--- src/rtl/icache_refill_ctrl.sv ---
// Instruction-cache refill controller: fetches one 8-word line over a BIU burst, then writes it once.
// Define ICACHE_CRIT_WORD_FWD_EN to forward the missing (critical) word as soon as it arrives.
module icache_refill_ctrl #(
    parameter int unsigned IDX_W      = 7,
    parameter int unsigned LINE_WORDS = 8
) (
    input  logic                      clk,
    input  logic                      rst,
    input  logic                      miss_req_i,
    input  logic [31:0]               miss_addr_i,
    output logic                      miss_ack_o,
    input  logic                      flush_i,
    output logic                      biu_cyc_o,
    output logic                      biu_stb_o,
    output logic                      biu_cab_o,
    output logic                      biu_we_o,
    output logic [3:0]                biu_sel_o,
    output logic [31:0]               biu_adr_o,
    input  logic [31:0]               biu_dat_i,
    input  logic                      biu_ack_i,
    input  logic                      biu_err_i,
    output logic                      refill_we_o,
    output logic [IDX_W-1:0]          refill_idx_o,
    output logic [32-5-IDX_W-1:0]     refill_tag_o,
    output logic [32*LINE_WORDS-1:0]  refill_line_o,
    output logic                      refill_done_o,
    output logic                      refill_err_o,
    output logic                      busy_o,
    output logic                      fwd_valid_o,
    output logic [31:0]               fwd_data_o
);

    typedef enum logic [1:0] {StIdle, StBurst, StWrite} state_e;

    state_e                    r_state;
    logic [2:0]                r_cnt;
    logic [2:0]                r_crit;
    logic [26:0]               r_line_addr;
    logic                      r_kill;
    logic                      r_ack;
    logic                      r_cyc;
    logic                      r_stb;
    logic                      r_cab;
    logic                      r_we_bus;
    logic [3:0]                r_sel;
    logic [31:0]               r_adr;
    logic                      r_refill_we;
    logic                      r_done;
    logic                      r_err;
    logic                      r_busy;
    logic [32*LINE_WORDS-1:0]  r_line;
    logic                      w_unused;

`ifdef ICACHE_CRIT_WORD_FWD_EN
    logic                      r_fwd_valid;
    logic [31:0]               r_fwd_data;
    assign fwd_valid_o = r_fwd_valid;
    assign fwd_data_o  = r_fwd_data;
`else
    assign fwd_valid_o = 1'b0;
    assign fwd_data_o  = 32'h0;
`endif

    always_ff @(posedge clk) begin
        if (rst) begin
            r_state     <= StIdle;
            r_cnt       <= 3'd0;
            r_crit      <= 3'd0;
            r_line_addr <= '0;
            r_kill      <= 1'b0;
            r_ack       <= 1'b0;
            r_cyc       <= 1'b0;
            r_stb       <= 1'b0;
            r_cab       <= 1'b0;
            r_we_bus    <= 1'b0;
            r_sel       <= 4'hF;
            r_adr       <= 32'h0;
            r_refill_we <= 1'b0;
            r_done      <= 1'b0;
            r_err       <= 1'b0;
            r_busy      <= 1'b0;
            r_line      <= '0;
`ifdef ICACHE_CRIT_WORD_FWD_EN
            r_fwd_valid <= 1'b0;
            r_fwd_data  <= 32'h0;
`endif
        end else begin
            r_ack       <= 1'b0;
            r_refill_we <= 1'b0;
            r_done      <= 1'b0;
            r_err       <= 1'b0;
`ifdef ICACHE_CRIT_WORD_FWD_EN
            r_fwd_valid <= 1'b0;
`endif
            unique case (r_state)
                StIdle: begin
                    r_kill <= 1'b0;
                    if (miss_req_i) begin
                        r_ack       <= 1'b1;
                        r_state     <= StBurst;
                        r_busy      <= 1'b1;
                        r_cyc       <= 1'b1;
                        r_stb       <= 1'b1;
                        r_cab       <= 1'b1;
                        r_adr       <= {miss_addr_i[31:5], 5'b0};
                        r_line_addr <= miss_addr_i[31:5];
                        r_crit      <= miss_addr_i[4:2];
                        r_cnt       <= 3'd0;
                    end
                end
                StBurst: begin
                    if (flush_i) r_kill <= 1'b1;
                    // Error beats terminate immediately; any ack in the same cycle is ignored.
                    if (biu_err_i) begin
                        r_cyc   <= 1'b0;
                        r_stb   <= 1'b0;
                        r_cab   <= 1'b0;
                        r_err   <= 1'b1;
                        r_busy  <= 1'b0;
                        r_kill  <= 1'b0;
                        r_cnt   <= 3'd0;
                        r_state <= StIdle;
                    end else if (biu_ack_i) begin
                        r_line[{r_cnt, 5'b0} +: 32] <= biu_dat_i;
                        r_cnt      <= r_cnt + 3'd1;
                        r_adr[4:2] <= r_cnt + 3'd1;
`ifdef ICACHE_CRIT_WORD_FWD_EN
                        if (r_cnt == r_crit && !r_kill) begin
                            r_fwd_valid <= 1'b1;
                            r_fwd_data  <= biu_dat_i;
                        end
`endif
                        if (r_cnt == 3'd7) begin
                            r_cyc       <= 1'b0;
                            r_stb       <= 1'b0;
                            r_cab       <= 1'b0;
                            r_refill_we <= ~(r_kill | flush_i);
                            r_done      <= 1'b1;
                            r_state     <= StWrite;
                        end
                    end
                end
                StWrite: begin
                    r_busy  <= 1'b0;
                    r_kill  <= 1'b0;
                    r_state <= StIdle;
                end
                default: r_state <= StIdle;
            endcase
        end
    end

    assign miss_ack_o    = r_ack;
    assign biu_cyc_o     = r_cyc;
    assign biu_stb_o     = r_stb;
    assign biu_cab_o     = r_cab;
    assign biu_we_o      = r_we_bus;
    assign biu_sel_o     = r_sel;
    assign biu_adr_o     = r_adr;
    assign refill_we_o   = r_refill_we;
    assign refill_idx_o  = r_line_addr[IDX_W-1:0];
    assign refill_tag_o  = r_line_addr[26:IDX_W];
    assign refill_line_o = r_line;
    assign refill_done_o = r_done;
    assign refill_err_o  = r_err;
    assign busy_o        = r_busy;
    assign w_unused      = ^{miss_addr_i[1:0], r_crit};

endmodule

--- config.mk ---
export PLATFORM = sky130hd
export DESIGN_NAME = icache_refill_ctrl
export DESIGN_NICKNAME = d
export VERILOG_FILES = /design/src/rtl/icache_refill_ctrl.sv
export SDC_FILE = /design/constraint.sdc
export NUM_CORES = 1
export LEC_CHECK = 0
export ABC_AREA = 1
export CORE_AREA = 10 10 219 221
export DETAILED_ROUTE_END_ITERATION = 7
export DIE_AREA = 0 0 229 231
export PLACE_DENSITY = 0.67
export SLEW_MARGIN = 0
export SYNTH_ARGS = -nofsm -noshare
export SYNTH_HDL_FRONTEND = slang
export SYNTH_SLANG_ARGS = --single-unit
--- constraint.sdc ---
create_clock -name clk -period 6.26 [get_ports clk]
set_clock_uncertainty 0.1 [all_clocks]
set_input_delay 0.939 -clock clk [delete_from_list [all_inputs] [get_ports clk]]
set_output_delay 0.939 -clock clk [all_outputs]
set_load 0.01 [all_outputs]
==> impl_metrics.ini <==
[yosys]
netlist_area_um2 = 13000
yosys.area.top_type_share = 0.460
syn_inst = 1829
synth_seq_cells = 298
synth.top_cells.by_area = dfxtp_1 (46%), nor2_1 (13%), nand2_1 (9.1%), nand3_1 (8.6%), a21oi_1 (5.9%)
synth_cell_type_count = 27
yosys_warnings = 0
ys_seq_area_frac = 0.460
syn_avg_cell_area_um2 = 7.08
synth_edf_count = 0
async_flop_share = 0
synth_top_cell_by_area = dfxtp_1
synthFlopType = dfxtp_1

[critical_path]
cp.arrival_ns = 4.35
crit_required_ns = 6.63
rr_worst_depth = 9
r2r_slack_ns = 2.29
reg2reg_from = r_cnt[0]
critPathKind = flop to flop
crit_fanout = 35
critPathLaunchType = flop
worstSetupEndpointType = flop
rr_endpoint = refill_line_o[166]

[clock_network]
htreeDepth = 2
ctsRootBufferMaster = clkbuf_16
cts_num_sinks = 298
post_cts.repair.setup_buffers = 0
post_cts_resize_count = 0
ctsHoldBuffers = 0
numCtsBuffers = 35
insertion_delay_ns = 0.53
clock_path_buffers = 3
cts_tree = done
clk_pin_slew_ns = 0.06

[timing]
grt_setup_unrepaired = no
fin_crit_sh = 0.635
slew_viol_final = 0
setup_violations = 0
period_needed_ns = 3.97
fin_tns_setup_ns = 0
slew_headroom = 0.322
tightest_slew_ns = 1.02
worst_hold_slack_ns = 0.366
fmax_mhz = 252
final_hold_viol_count = 0

[power_and_ir_drop]
p_switching_w = 0.00133
p_leak_nw = 7.07
power_density_nw_per_um2 = 269
p_seq_frac = 0.408
internal-power_w = 0.00346
p_clk_frac = 0.445
p_comb_frac = 0.146
ir_drop_mv = 0.154
p_sw_frac = 0.278

[min_path]
hold_end = biu_adr_o[4]
min_path_cells = 2
hold_path_class = flop to flop
min_from = biu_adr_o[4]

[route]
routedWlPerCell_um = 19.7
firstDrtPassIters = 5
postRouteAntennaNets = 0
post-route-drc-count = 0
drt-initial-drc-count = 914
dr_total_vias = 12800
vias_per_cell = 4.71
totalWireLength_mm = 53.5

[global_routing]
grt_overflow = 0
grt_pass1_wl_mm = 77.6
grt_pass1_vias = 12000
track_usage = 0.192
grt_antenna_before_repair = 2
grt_max_degree = 171

[floorplanning]
dieHeight_um = 231
coreArea_um2 = 43700
std_cell_rows = 77
die_w_um = 229
ioPinCount = 431
die_area_um2 = 52900
initial_utilization = 0.296

[layout]
layout-drive-gt1-share = 0.0411
nets = 2176
syn_to_final_growth_pct = 37.5
multi_input_area_um2 = 5630
register_area_um2 = 5970
nFillCells = 4547

[outcome]
status = complete, no violations

[placement]
port_buffers = 385
hpwlAfterDp_mm = 37.2
gp_congestion = 0.847

[job]
max_cap_violations = 0
worst max-delay path, stage by stage (launching register included):
cell and delay (ns):
dfxtp_1 0.30, buf_4 0.37, inv_2 0.16, ha_1 0.99
nand3_2 0.33, nor2_4 0.61, nand2_2 0.34, inv_2 0.49
nor2_1 0.07, nor2_1 0.12
cell families after synthesis:
logic type	after synthesis	share of synthesized area
AND/OR/NAND/NOR	1041	0.339
flip-flops	298	0.460
buffers and inverters	291	0.118
AO/OA/AOI/OAI	188	0.0733
adder cells (fa/ha/maj)	9	0.00869
other	2	0.000580
layout by cell type, fill, tap and decap left out, drive strengths merged:
master / Yosys / routed
clkinvlp: 0 / 1
nand3: 225 / 225
nand4: 42 / 42
nand2: 318 / 318
clkbuf: 38 / 50
buf: 166 / 12
inv: 86 / 85
o22ai: 1 / 1
clkinv: 1 / 4
a21oi: 155 / 155
nor3b: 1 / 1
dfxtp: 298 / 298
conb: 2 / 40
ha: 9 / 9
nor2: 454 / 454
nand3b: 1 / 1
clkdlybuf4s50: 0 / 385
diode: 0 / 1
bufinv: 0 / 5
o21ai: 32 / 32
power groups by stage:
stage / logic, W / clock network, W / registers (W)
floorplan: 0.000441 / 0 / 0.00201
global placement: 0.000697 / 0 / 0.00200
detailed placement: 0.000702 / 0 / 0.00200
CTS: 0.000703 / 0.00220 / 0.00196
global route: 0.000767 / 0.00226 / 0.00196
finish: 0.000702 / 0.00214 / 0.00196
sequential cells by signal, summed over array words and instances (netlist names):
signal / cells
r_kill: 1
busy_o: 1
miss_ack_o: 1
biu_cab_o: 1
refill_we_o: 1
r_state: 2
refill_line_o: 256
r_cnt: 3
biu_adr_o: 3
refill_done_o: 1
refill_err_o: 1
r_line_addr: 27
synth_stat cells (2+ instances only):
| cell type | number |
|---|---|
| nand4_1 | 42 |
| inv_1 | 79 |
| o21ai_0 | 32 |
| dfxtp_1 | 298 |
| buf_1 | 14 |
| buf_6 | 2 |
| nor2_1 | 444 |
| conb_1 | 2 |
| ha_1 | 9 |
| nand2_1 | 315 |
| a21oi_2 | 2 |
| clkbuf_1 | 37 |
| nand3_1 | 222 |
| inv_2 | 7 |
| buf_4 | 95 |
| nand2_2 | 3 |
| nand3_2 | 2 |
| buf_2 | 55 |
| a21oi_1 | 153 |
| nor2_2 | 4 |
| nor2_4 | 6 |
final cells by class:
class / instances / area share
flip-flops and latches: 298 / 0.335
multi-input cells: 1278 / 0.316
repair buffers: 397 / 0.223
clock buffers: 50 / 0.0564
well taps: 592 / 0.0416
inverters: 87 / 0.0188
clock inverters: 8 / 0.00941
diodes: 1 / 0.000140
metal layers:
metal / part of all wire / track usage
met5: 0 / 0
met4: 0.025 / 0.0550
met2: 0.48 / 0.321
met1: 0.40 / 0.226
met3: 0.095 / 0.0699
per-stage QoR:
stage	utilization	total power (W)	setup slack (ns)	std cells	instance area, um^2
after floorplan	-	0.00245	4.10	1867	13100
after detailed placement	0.380	0.00270	2.24	2652	16600
after CTS	0.407	0.00486	2.23	2710	17800
after global routing	0.407	0.00499	1.88	2710	17800
after global placement	0.380	0.00270	2.32	2652	16600
final	0.407	0.00480	2.29	2711	17800
worst max path at each step:
stage          depth (start not counted)  startpoint                  to  slack [ns]
6_report                               9    r_cnt[0]  refill_line_o[166]        2.29
5_1_grt                                9    r_cnt[0]  refill_line_o[168]        1.88
4_1_cts                                9    r_cnt[0]  refill_line_o[166]        2.23
3_5_place_dp                           9    r_cnt[0]  refill_line_o[173]        2.24
3_3_place_gp                           9    r_cnt[0]  refill_line_o[169]        2.32
2_1_floorplan                         12    r_cnt[0]  refill_line_o[100]        4.10
No activity file was read; power rests on OpenSTA's default activity.
